File: src/rtl/cfu_table_controller.sv
// Arbiter and sequencer for a 32x16 custom-function LUT RAM shared by a
// lookup stream and a config port, with reset-time and bulk fill sweeps.
module cfu_table_controller #(
  parameter int unsigned INIT_ON_RESET = 1,
  parameter logic [15:0] INIT_VALUE    = 16'h0000,
  parameter int unsigned STARVE_LIMIT  = 8
) (
  input  logic        clock,
  input  logic        reset_n,
  input  logic        lookup_valid,
  output logic        lookup_ready,
  input  logic [4:0]  lookup_addr,
  output logic [15:0] lookup_rdata,
  output logic        lookup_rvalid,
  input  logic        cfg_valid,
  output logic        cfg_ready,
  input  logic        cfg_fill,
  input  logic [4:0]  cfg_addr,
  input  logic [15:0] cfg_data,
  output logic        busy,
  output logic        ram_we,
  output logic [4:0]  ram_addr,
  output logic [15:0] ram_din,
  input  logic [15:0] ram_dout
);

  typedef enum logic [1:0] {
    ST_INIT,
    ST_RUN,
    ST_FILL
  } state_t;

  localparam state_t     RESET_STATE = (INIT_ON_RESET != 0) ? ST_INIT : ST_RUN;
  localparam logic [7:0] STARVE_THR  = 8'(STARVE_LIMIT);

  state_t      state, state_nxt;
  logic [4:0]  sweep_ptr, sweep_nxt;
  logic [7:0]  starve_cnt, starve_nxt;
  logic [15:0] fill_data, fill_nxt;
  logic        lookup_fire;
  logic        cfg_fire;
  logic        starved;

  assign starved = (starve_cnt >= STARVE_THR);
  assign busy    = (state != ST_RUN);

  always_comb begin
    state_nxt    = state;
    sweep_nxt    = sweep_ptr;
    starve_nxt   = starve_cnt;
    fill_nxt     = fill_data;
    lookup_ready = 1'b0;
    cfg_ready    = 1'b0;
    lookup_fire  = 1'b0;
    cfg_fire     = 1'b0;
    ram_we       = 1'b0;
    ram_addr     = lookup_addr;
    ram_din      = cfg_data;

    unique case (state)
      ST_INIT, ST_FILL: begin
        ram_we    = 1'b1;
        ram_addr  = sweep_ptr;
        ram_din   = (state == ST_INIT) ? INIT_VALUE : fill_data;
        sweep_nxt = sweep_ptr + 5'd1;
        if (sweep_ptr == 5'd31) begin
          state_nxt = ST_RUN;
        end
      end
      ST_RUN: begin
        // A starved config write takes the port outright for one cycle.
        if (starved) begin
          cfg_ready = 1'b1;
        end else begin
          lookup_ready = 1'b1;
          cfg_ready    = !lookup_valid;
        end
        lookup_fire = lookup_valid && lookup_ready;
        cfg_fire    = cfg_valid && cfg_ready;
        if (cfg_fire) begin
          starve_nxt = '0;
          if (cfg_fill) begin
            fill_nxt  = cfg_data;
            state_nxt = ST_FILL;
          end else begin
            ram_we   = 1'b1;
            ram_addr = cfg_addr;
            ram_din  = cfg_data;
          end
        end else if (cfg_valid && (starve_cnt != 8'hff)) begin
          starve_nxt = starve_cnt + 8'd1;
        end
      end
      default: begin
        state_nxt = RESET_STATE;
      end
    endcase

    // Handshakes and writes are suppressed while reset is held, whatever the state.
    if (!reset_n) begin
      lookup_ready = 1'b0;
      cfg_ready    = 1'b0;
      lookup_fire  = 1'b0;
      cfg_fire     = 1'b0;
      ram_we       = 1'b0;
    end
  end

  always_ff @(posedge clock or negedge reset_n) begin
    if (!reset_n) begin
      state         <= RESET_STATE;
      sweep_ptr     <= '0;
      starve_cnt    <= '0;
      fill_data     <= '0;
      lookup_rdata  <= '0;
      lookup_rvalid <= 1'b0;
    end else begin
      state         <= state_nxt;
      sweep_ptr     <= sweep_nxt;
      starve_cnt    <= starve_nxt;
      fill_data     <= fill_nxt;
      lookup_rvalid <= lookup_fire;
      if (lookup_fire) begin
        lookup_rdata <= ram_dout;
      end
    end
  end

endmodule

File: config.mk
export PLATFORM = sky130hd
export DESIGN_NAME = cfu_table_controller
export DESIGN_NICKNAME = d
export VERILOG_FILES = /design/src/rtl/cfu_table_controller.sv
export SDC_FILE = /design/constraint.sdc
export NUM_CORES = 1
export LEC_CHECK = 0
export BUFFER_PORTS_ARGS = -buffer_cell sky130_fd_sc_hd__buf_2
export CAP_MARGIN = 20
export CORE_MARGIN = 2
export CORE_UTILIZATION = 45
export CTS_CLUSTER_DIAMETER = 200
export DETAILED_ROUTE_END_ITERATION = 10
export PLACE_DENSITY = 0.74
export SKIP_CTS_REPAIR_TIMING = 1
export SYNTH_ARGS = -nofsm -noshare
export SYNTH_HDL_FRONTEND = slang
export SYNTH_SLANG_ARGS = --single-unit
export TNS_END_PERCENT = 100
File: constraint.sdc
create_clock -name clock -period 3.5 [get_ports clock]
set_clock_uncertainty 0.15 [all_clocks]
set_input_delay 0.7 -clock clock [delete_from_list [all_inputs] [get_ports clock]]
set_output_delay 0.7 -clock clock [all_outputs]
set_load 0.005 [all_outputs]
**Yosys cells after proc, flatten, opt, wreduce, memory -nomap -nowiden**

Index checks and enable logic that the tools add are counted.

- Register bits after elaboration: 48
- Bits of input ports: 47
- Output and inout port bits: 42
- Word-level logic and storage cells: 52

- Add/sub/neg operators: 2
- Order comparisons: 1
- Eq/ne operators: 8
- Multiplexer cells: 25
- Reduce and logical (&&, ||, !) cells: 10

Operator list:

| kind | number |
|---|---|
| two-way mux 16 bit | 2 |
| two-way mux 8 bit | 2 |
| two-way mux 1 bit | 13 |
| two-way mux 5 bit | 2 |
| case mux 5 bit (2 select lines) | 1 |
| adder 8 x 1 -> 8 bit, second input constant | 1 |
| >= comparator 8 x 4 -> 1 bit, second input constant | 1 |
| inequality test 8 bit, second input constant | 1 |
| two-way mux 2 bit | 3 |
| inequality test 2 bit, second input constant | 3 |
| AND reduction 3 bit | 2 |
| adder 5 x 1 -> 5 bit, second input constant | 1 |
| equality test 5 bit, second input constant | 1 |
| case mux 2 bit (2 select lines) | 1 |
| logical AND 1 bit | 3 |
| equality test 2 x 1 -> 1 bit, second input constant | 1 |
| equality test 2 bit, second input constant | 1 |
| logical NOT 2 bit | 1 |
| inequality test 2 x 1 -> 1 bit, second input constant | 1 |
| case mux 1 bit (2 select lines) | 1 |
| AND reduction 2 bit | 1 |
| nonzero test 2 bit | 1 |
| OR reduction 2 bit | 1 |
| logical NOT 1 bit | 1 |

**Depth between registers and ports, before layout**

Gate-level depths: netlist (run 1).

- Word-level depth: 7
- Mapped depth: 6
- Gate-level depth less buffers: 4

**Worst setup path after synthesis (run 1)**

No wires, ideal clock.

- Kind: input -> output
- From: input cfg_valid
- To: output ram_addr[1]
- Arrival time: 1586 ps
- Required time: 2650 ps
- Slack: 1064 ps
- Stages on the path: 5
- Path buffers: 2
- Cell sequence: and3b_1 > clkbuf_1 > clkbuf_1 > o2111ai_1 > o211ai_1

- Word-level cells in the longest chain between the ends: 3

RTL lines:

| item | RTL line | source |
|---|---|---|
| start: declaration | 15 | `input logic cfg_valid,` |
| logical AND 1 bit | 79 | `cfg_fire = cfg_valid && cfg_ready;` |
| two-way mux 5 bit | 80 | `if (cfg_fire) begin` |
| case mux 5 bit (2 select lines) | 60 | `unique case (state)` |
| end: declaration | 22 | `output logic [4:0] ram_addr,` |

No other way between the ends.

**Worst setup path in the final report (run 1)**

- From: input cfg_fill
- To: output ram_addr[4]

- Word-level cells in the longest chain between the ends: 3

RTL lines:

| item | RTL line | source |
|---|---|---|
| start: declaration | 17 | `input logic cfg_fill,` |
| two-way mux 5 bit | 82 | `if (cfg_fill) begin` |
| two-way mux 5 bit | 80 |  |
| case mux 5 bit (2 select lines) | 60 |  |

No other way between the ends.

==> results of run 1 <==
registers in the layout, indices dropped and copies added (netlist names):
signal	count
state	2
fill_data	16
lookup_rdata	16
lookup_rvalid	1
starve_cnt	8
sweep_ptr	5
kinds of logic after synthesis:
kind of cell / share of synthesized area [%]
xor gates and xnor gates: 1.12
adders and majority gates: 2.13
muxes: 17.8
and+or+nand+nor: 8.96
buffers and inverters: 4.32
AOI/OAI and AO/OA: 14.5
DFF: 51.2
synth_stat cells, drive strengths merged:
master,number
nand3,2
ha,4
clkinv,1
o22ai,1
o31ai,1
inv,5
nand4,2
o21ai,2
and3b,1
dfrtp,48
nor3,3
a22o,16
nand2b,2
clkbuf,7
nand2,15
buf,5
or3b,2
o211ai,6
a2bb2oi,2
xnor2,3
a21oi,6
mux2,34
nor2b,1
o2111ai,5
or3,2
and3,2
o2bb2ai,2
a41oi,1
nor3b,1
nand3b,2
nor2,1
o21a,1
and2,1
or4,1
through the flow:
| step | hold slack, ps | setup WS, ps | cell area, um2 | std cells |
|---|---|---|---|---|
| floorplan | 254 | 1060 | 2340 | 188 |
| CTS | 349 | 660 | 2940 | 346 |
| global placement | 330 | 751 | 2820 | 338 |
| detailed placement | 336 | 660 | 2820 | 338 |
| global route | 369 | 579 | 2940 | 346 |
| finish | 347 | 657 | 2940 | 346 |
layer usage:
metal,track usage (%),wire [um]
met4,4.36,49
met5,0,0
met1,23.3,2210
met2,29.6,2240
met3,4.86,272
critical path, stage by stage:
cell and delay (ps):
buf_2 120, or3b_2 430, a21oi_1 410, o211ai_1 180, buf_2 150
power by group:
part	total (mW)	switching, mW	internal, mW
logic	0.797	0.347	0.450
clock network	0.406	0.191	0.215
registers	0.878	0.126	0.752
total	2.08	0.665	1.42
path summary, 6_finish.rpt:
kind	startpoint	endpoint	slack (ps)
setup / recovery	cfg_fill	ram_addr[4]	660
hold / removal	sweep_ptr[3]$_DFFE_PN0N_	sweep_ptr[3]$_DFFE_PN0N_	350
setup reg to reg	starve_cnt[4]$_DFFE_PN0P_	lookup_rdata[6]$_DFFE_PN0P_	1370
hold reg to reg	sweep_ptr[3]$_DFFE_PN0N_	sweep_ptr[3]$_DFFE_PN0N_	350
max in group asynchronous	reset_n	starve_cnt[4]$_DFFE_PN0P_	2400
min in group asynchronous	reset_n	sweep_ptr[1]$_DFFE_PN0N_	380
area by class of cell:
cell class	instances	area share, %
clock buffers	5	2.34
clock inverters	3	1.58
inverters	6	0.766
multi-input cells	122	35.5
flip-flops and latches	48	40.9
well taps	70	2.98
repair buffers	92	16.0
==> results.toml, run 1 <==
[grt]
grt_max_degree = 49
grt_pass1_wl_mm = 8.45
grt.overflow.total = 0
antenna_found_initial = 0
grt_usage_pct = 17.8
grt_pass1_vias = 1851

[final_layout]
multiInputGateArea_um2 = 1040
final_cell_mix = "buf_2, dfrtp_1, mux2_2"
ff_latch_area_um2 = 1200
layout_commonest_cell = "buf_2"
num_antenna_cells = 0
nets = 326
nFillCells = 467
fin_util_pct = 57.9
syn_to_final_growth_pct = 25.3
drive_gt1_share_pct = 50.0

[die]
die_x_um = 76.2
pin_count = 89
die_h_um = 76.2
initial_core_util_pct = 46.2
core_area_um2 = 5070
rows = 26
dieArea_um2 = 5800

[route]
routed_via_density = 5.19
dr.pass1.iters = 4
vias = 1797
routed_wirelength_mm = 4.77
drcViolationCount = 0
drtIter0Drc = 59
wire_per_inst_um = 13.8
ant_nets = 0

[clocking]
tritoncts = "yes"
cts_made_buffers = 5
clk_pin_slew_ps = 90
cts_root_buf = "clkbuf_8"
htreeDepth = 2
clockBufferDepth = 2
clock_sinks = 48
clk_latency_ps = 300

[yosys]
synth_nets = 239
netlist.area_leader.share_pct = 51.2
yosysTopAreaCell = "dfrtp_1"
synthDistinctLibCells = 40
synth-seq-cells = 48
seq_area_frac_synth_pct = 51.2
syn_inst = 188
avgSynthCellArea_um2 = 12.5
yosys_warnings = 0
synthesis.area_um2 = 2340
synthTopCellsByArea = "dfrtp_1, mux2_2, a22o_1"

[setup_path]
worstPathArrival_ps = 1990
end_kind = "primary output"
ff2ff_path_depth = 3
crit_fanout = 6
worstPathRequired_ps = 2650
cp-start-kind = "primary input"
path_class = "in2out"

[sta]
period_share_pct = 81.2
worst_slew_pin_slew_ps = 595
fin_crit_ps = 2840
setup_viol = 0
rsz0062_at_grt = "false"
finalMaxSlewViolations = 0
hold_violations = 0
relSlewSlack_pct = 60.3
max_clock_freq_mhz = 352
setup_tns_ps = 0

[power]
p_leak_nw = 1.56
powerDensity_nw_per_um2 = 708
peakVddDrop_uv = 386
power_mw = 2.08

[run_status]
status = "finished clean"

[placement]
post-dp-hpwl_mm = 3.48
place.gp.congestion = 0.810
port_buffers = 88

[worst_hold_path]
min_path_type = "reg2reg"
holdPathStages = 1

[run]
cap_violations = 0
(Power assumes the default switching activity.)
==> run 2, diff against run 1 <==
- CORE_UTILIZATION: 45 -> 44
- PLACE_DENSITY: 0.74 -> 0.76
- clock period: 3.5 -> 2.6 ns (I/O delays scaled with it)
==> results.toml, run 2 (synthesized netlist as in run 1, its figures left out) <==
[placement]
place.gp.congestion = 0.766
port_buffers = 88
dp_slack_ps = 201
post-dp-hpwl_mm = 3.48

[route]
wire_per_inst_um = 13.9
routed_wirelength_mm = 4.85
vias = 1834
drtIter0Drc = 80
routed_via_density = 5.26
drcViolationCount = 0
dr.pass1.iters = 4
ant_nets = 0

[final_layout]
layout_commonest_cell = "buf_2"
drive_gt1_share_pct = 50.9
num_antenna_cells = 0
syn_to_final_growth_pct = 25.5
nets = 329
largestRegisters = "fill_data: 16 flops, lookup_rdata: 16 flops, starve_cnt: 8 flops"
final_cell_mix = "buf_2, dfrtp_1, mux2_2"
ff_latch_area_um2 = 1200
nFillCells = 447
multiInputGateArea_um2 = 1050

[power]
p_leak_nw = 1.57
p_comb_share_pct = 39.3
switching_share_pct = 32.1
power.share.clock_pct = 16.5
peakVddDrop_uv = 477
intPower_mw = 1.84
power_frac_seq_pct = 44.2
netSwitchingPower_mw = 0.867
powerDensity_nw_per_um2 = 919

[grt]
grt_max_degree = 49
grt_pass1_wl_mm = 8.20
grt_usage_pct = 17.1
grt_pass1_vias = 1783
grt.overflow.total = 0
antenna_found_initial = 0

[setup_path]
worstPathArrival_ps = 1770
crit_chain = "or3b_1 -> o2111ai_1 -> o211ai_1 -> buf_2"
cp-start-kind = "flop"
crit_family = "simple AND/OR/NAND/NOR gates"
max_stage_delay_ps = 530
ff2ff_path_depth = 3
critPathBufInv = 1
end_kind = "primary output"
r2r-start = "starve_cnt[4]$_DFFE_PN0P_"
crit_fanout = 8
ff2ff_setup_slack_ps = 470
worstReg2RegEnd = "lookup_rdata[7]$_DFFE_PN0P_"
worstPathRequired_ps = 1930
cpMaxStageDelayCell = "or3b_1"
path_class = "reg2out"

[die]
die_x_um = 77
pin_count = 89
die_h_um = 77
core_area_um2 = 5140
rows = 26
initial_core_util_pct = 45.6
dieArea_um2 = 5930

[clocking]
cts_root_buf = "clkbuf_8"
clockBufferDepth = 2
clk_pin_slew_ps = 80
clk_latency_ps = 290
clock_sinks = 48
htreeDepth = 2
tritoncts = "yes"
cts_made_buffers = 5

[sta]
worst_slew_pin_slew_ps = 580
finalMaxSlewViolations = 0
period_share_pct = 93.8
relSlewSlack_pct = 61.4
hold_violations = 0
fin_crit_ps = 2440
rsz0062_at_grt = "false"
setup_viol = 0
fin_ws_ps = 161
max_clock_freq_mhz = 410
setup_tns_ps = 0

[run_status]
status = "finished clean"

[worst_hold_path]
min_path_type = "in2async"

[run]
cap_violations = 0
==> run 2: changes by cell type in the layout (fill, tap and decap cells not counted) <==
cell | before | now
clkinv_2 | 0 | 2
clkinvlp_4 | 1 | 0
a21oi_1 | 6 | 5
clkbuf_8 | 5 | 6
inv_6 | 1 | 0
bufinv_16 | 1 | 0
buf_4 | 4 | 7
a21oi_2 | 0 | 1
==> run 2: through the flow <==
step                      hold WS (ps)  total power, mW  cells  instance area (um2)  utilization (%)
after floorplan                   74.4             1.87    188                 2340                -
after global placement             332             2.25    341                 2850             55.4
after detailed placement           338             2.29    341                 2850             55.4
after CTS                          249             2.74    349                 2940             57.2
after global routing               282             2.94    349                 2940             57.3
final                              230             2.70    349                 2940             57.3
==> run 2: routing by layer <==
metal | GRT usage (%) | up-vias | wire length [um]
li1 | - | 876 | -
met1 | 22.7 | 896 | 2130
met2 | 27.5 | 57 | 2340
met3 | 5.18 | 5 | 341
met4 | 3.75 | 0 | 37
met5 | 0 | - | 0
==> run 2: worst max-delay path by stage <==
stage,start,endpoint,slack (ps),cells past startpoint
detailed placement,cfg_fill,ram_addr[4],200,5
global route,starve_cnt[4]$_DFFE_PN0P_,ram_addr[1],20,4
floorplan,lookup_valid,lookup_rdata[0]$_DFFE_PN0P_,410,6
CTS,state[1]$_DFFE_PN0P_,ram_addr[4],80,4
global placement,cfg_fill,ram_addr[0],240,5
finish,starve_cnt[4]$_DFFE_PN0P_,ram_addr[3],160,4
==> run 2: cell type report <==
class,instances,share of cell area [%]
Multi-Input combinational cell,122,35.5
Clock inverter,2,0.340
Timing Repair Buffer,95,16.8
Inverter,6,0.765
Sequential cell,48,40.8
Clock buffer,6,2.81
Tap cell,70,2.98
==> run 2: power by group through the flow <==
stage | Clock (mW) | Combinational (mW) | Sequential [mW]
2_1_floorplan | 0 | 0.699 | 1.17
3_3_place_gp | 0 | 1.06 | 1.19
3_5_place_dp | 0 | 1.08 | 1.21
4_1_cts | 0.461 | 1.08 | 1.20
5_1_grt | 0.511 | 1.19 | 1.24
6_report | 0.446 | 1.06 | 1.20
==> run 2: worst register-to-register path: cells and delay by family (launching register included) <==
family,cells,cell delay (ps)
DFF,1,440
muxes,1,350
and+or+nand+nor,2,1090
==> run 3, diff against run 2 <==
- CORE_UTILIZATION: 44 -> 45
- PLACE_DENSITY: 0.76 -> 0.74
- clock period: 2.6 -> 2.85 ns (I/O delays scaled with it)
==> results.toml, run 3 (synthesized netlist as in run 1, its figures left out) <==
[route]
routed_wirelength_mm = 4.86
wire_per_inst_um = 13.9
vias = 1808
drtIter0Drc = 70
routed_via_density = 5.17
dr.pass1.iters = 4
ant_nets = 0
drcViolationCount = 0

[power]
p_leak_nw = 1.57
power.share.clock_pct = 16.2
powerDensity_nw_per_um2 = 841
p_comb_share_pct = 39.6
intPower_mw = 1.69
power_frac_seq_pct = 44.2
netSwitchingPower_mw = 0.788
switching_share_pct = 31.8
peakVddDrop_uv = 605
power_mw = 2.48

[clocking]
cts_made_buffers = 5
clk_latency_ps = 290
clockBufferDepth = 2
cts_root_buf = "clkbuf_8"
clk_pin_slew_ps = 80
clock_sinks = 48
htreeDepth = 2
tritoncts = "yes"

[setup_path]
crit_fanout = 6
end_kind = "primary output"
path_class = "reg2out"
worstPathRequired_ps = 2130
worstPathArrival_ps = 1870
cp-start-kind = "flop"

[sta]
setup_viol = 0
max_clock_freq_mhz = 386
rsz0062_at_grt = "false"
worst_slew_pin_slew_ps = 581
setup_tns_ps = 0
fin_ws_ps = 262
period_share_pct = 90.8
relSlewSlack_pct = 61.3
fin_crit_ps = 2590
finalMaxSlewViolations = 0
hold_violations = 0

[final_layout]
final_cell_mix = "buf_2, dfrtp_1, mux2_2"
num_antenna_cells = 0
syn_to_final_growth_pct = 25.6
final_cells = 350
drive_gt1_share_pct = 50.0
layout_commonest_cell = "buf_2"
nets = 330
fin_util_pct = 58.0
largestRegisters = "fill_data: 16 flops, lookup_rdata: 16 flops, starve_cnt: 8 flops"

[placement]
place.gp.congestion = 0.793
port_buffers = 88
post-dp-hpwl_mm = 3.53
dp_cells = 342
dp_slack_ps = 347

[grt]
grt_max_degree = 49
grt_usage_pct = 17.2
grt_pass1_vias = 1769
grt.overflow.total = 0
grt_pass1_wl_mm = 8.09
antenna_found_initial = 0

[die]
die_x_um = 76.2
die_h_um = 76.2
pin_count = 89
dieArea_um2 = 5800
initial_core_util_pct = 46.2
rows = 26
core_area_um2 = 5070

[run]
cap_violations = 0

[run_status]
status = "finished clean"

[worst_hold_path]
min_path_type = "in2async"
[run 3: layout make-up]
| type | count | area (um2) |
|---|---|---|
| repair buffers | 96 | 500 |
| flip-flops and latches | 48 | 1200 |
| clock buffers | 8 | 90.1 |
| multi-input cells | 122 | 1040 |
| fillers | 460 | 2130 |
| well taps | 70 | 87.6 |
| inverters | 6 | 22.5 |
[run 3: per-layer routing]
layer,global-route usage (%),share of wire [%]
met1,23.1,46
met2,28.3,47
met3,4.74,5.6
met4,3.27,0.60
met5,0,0
[run 3: path summary, 6_finish.rpt]
path,from,endpoint,slack [ps],depth (start not counted)
min reg2reg,sweep_ptr[3]$_DFFE_PN0N_,sweep_ptr[3]$_DFFE_PN0N_,340,1
max in group asynchronous,reset_n,fill_data[5]$_DFFE_PN0P_,1890,2
min,reset_n,sweep_ptr[1]$_DFFE_PN0N_,260,2
max reg2reg,starve_cnt[4]$_DFFE_PN0P_,lookup_rdata[0]$_DFFE_PN0P_,710,3
max,state[1]$_DFFE_PN0P_,ram_addr[1],260,4
min in group clock,sweep_ptr[3]$_DFFE_PN0N_,sweep_ptr[3]$_DFFE_PN0N_,340,1
[run 3: power by group through the flow]
stage	registers, mW	clock network (mW)	logic (mW)
after floorplan	1.06	0	0.637
after global placement	1.09	0	0.971
after detailed placement	1.10	0	0.989
after CTS	1.09	0.414	0.996
after global routing	1.13	0.440	1.08
final	1.09	0.400	0.980
[run 3: worst max-delay path, cell delays in order (launching register included)]
cell and delay (ps):
dfrtp_1 430, or3b_2 470, a21oi_1 360, o211ai_1 160
buf_2 150
[run 3: metrics by stage]
| step | hold slack [ps] | area (um2) |
|---|---|---|
| floorplan | 124 | 2340 |
| global placement | 332 | 2850 |
| detailed placement | 333 | 2850 |
| CTS | 287 | 2940 |
| global route | 315 | 2940 |
| finish | 263 | 2940 |
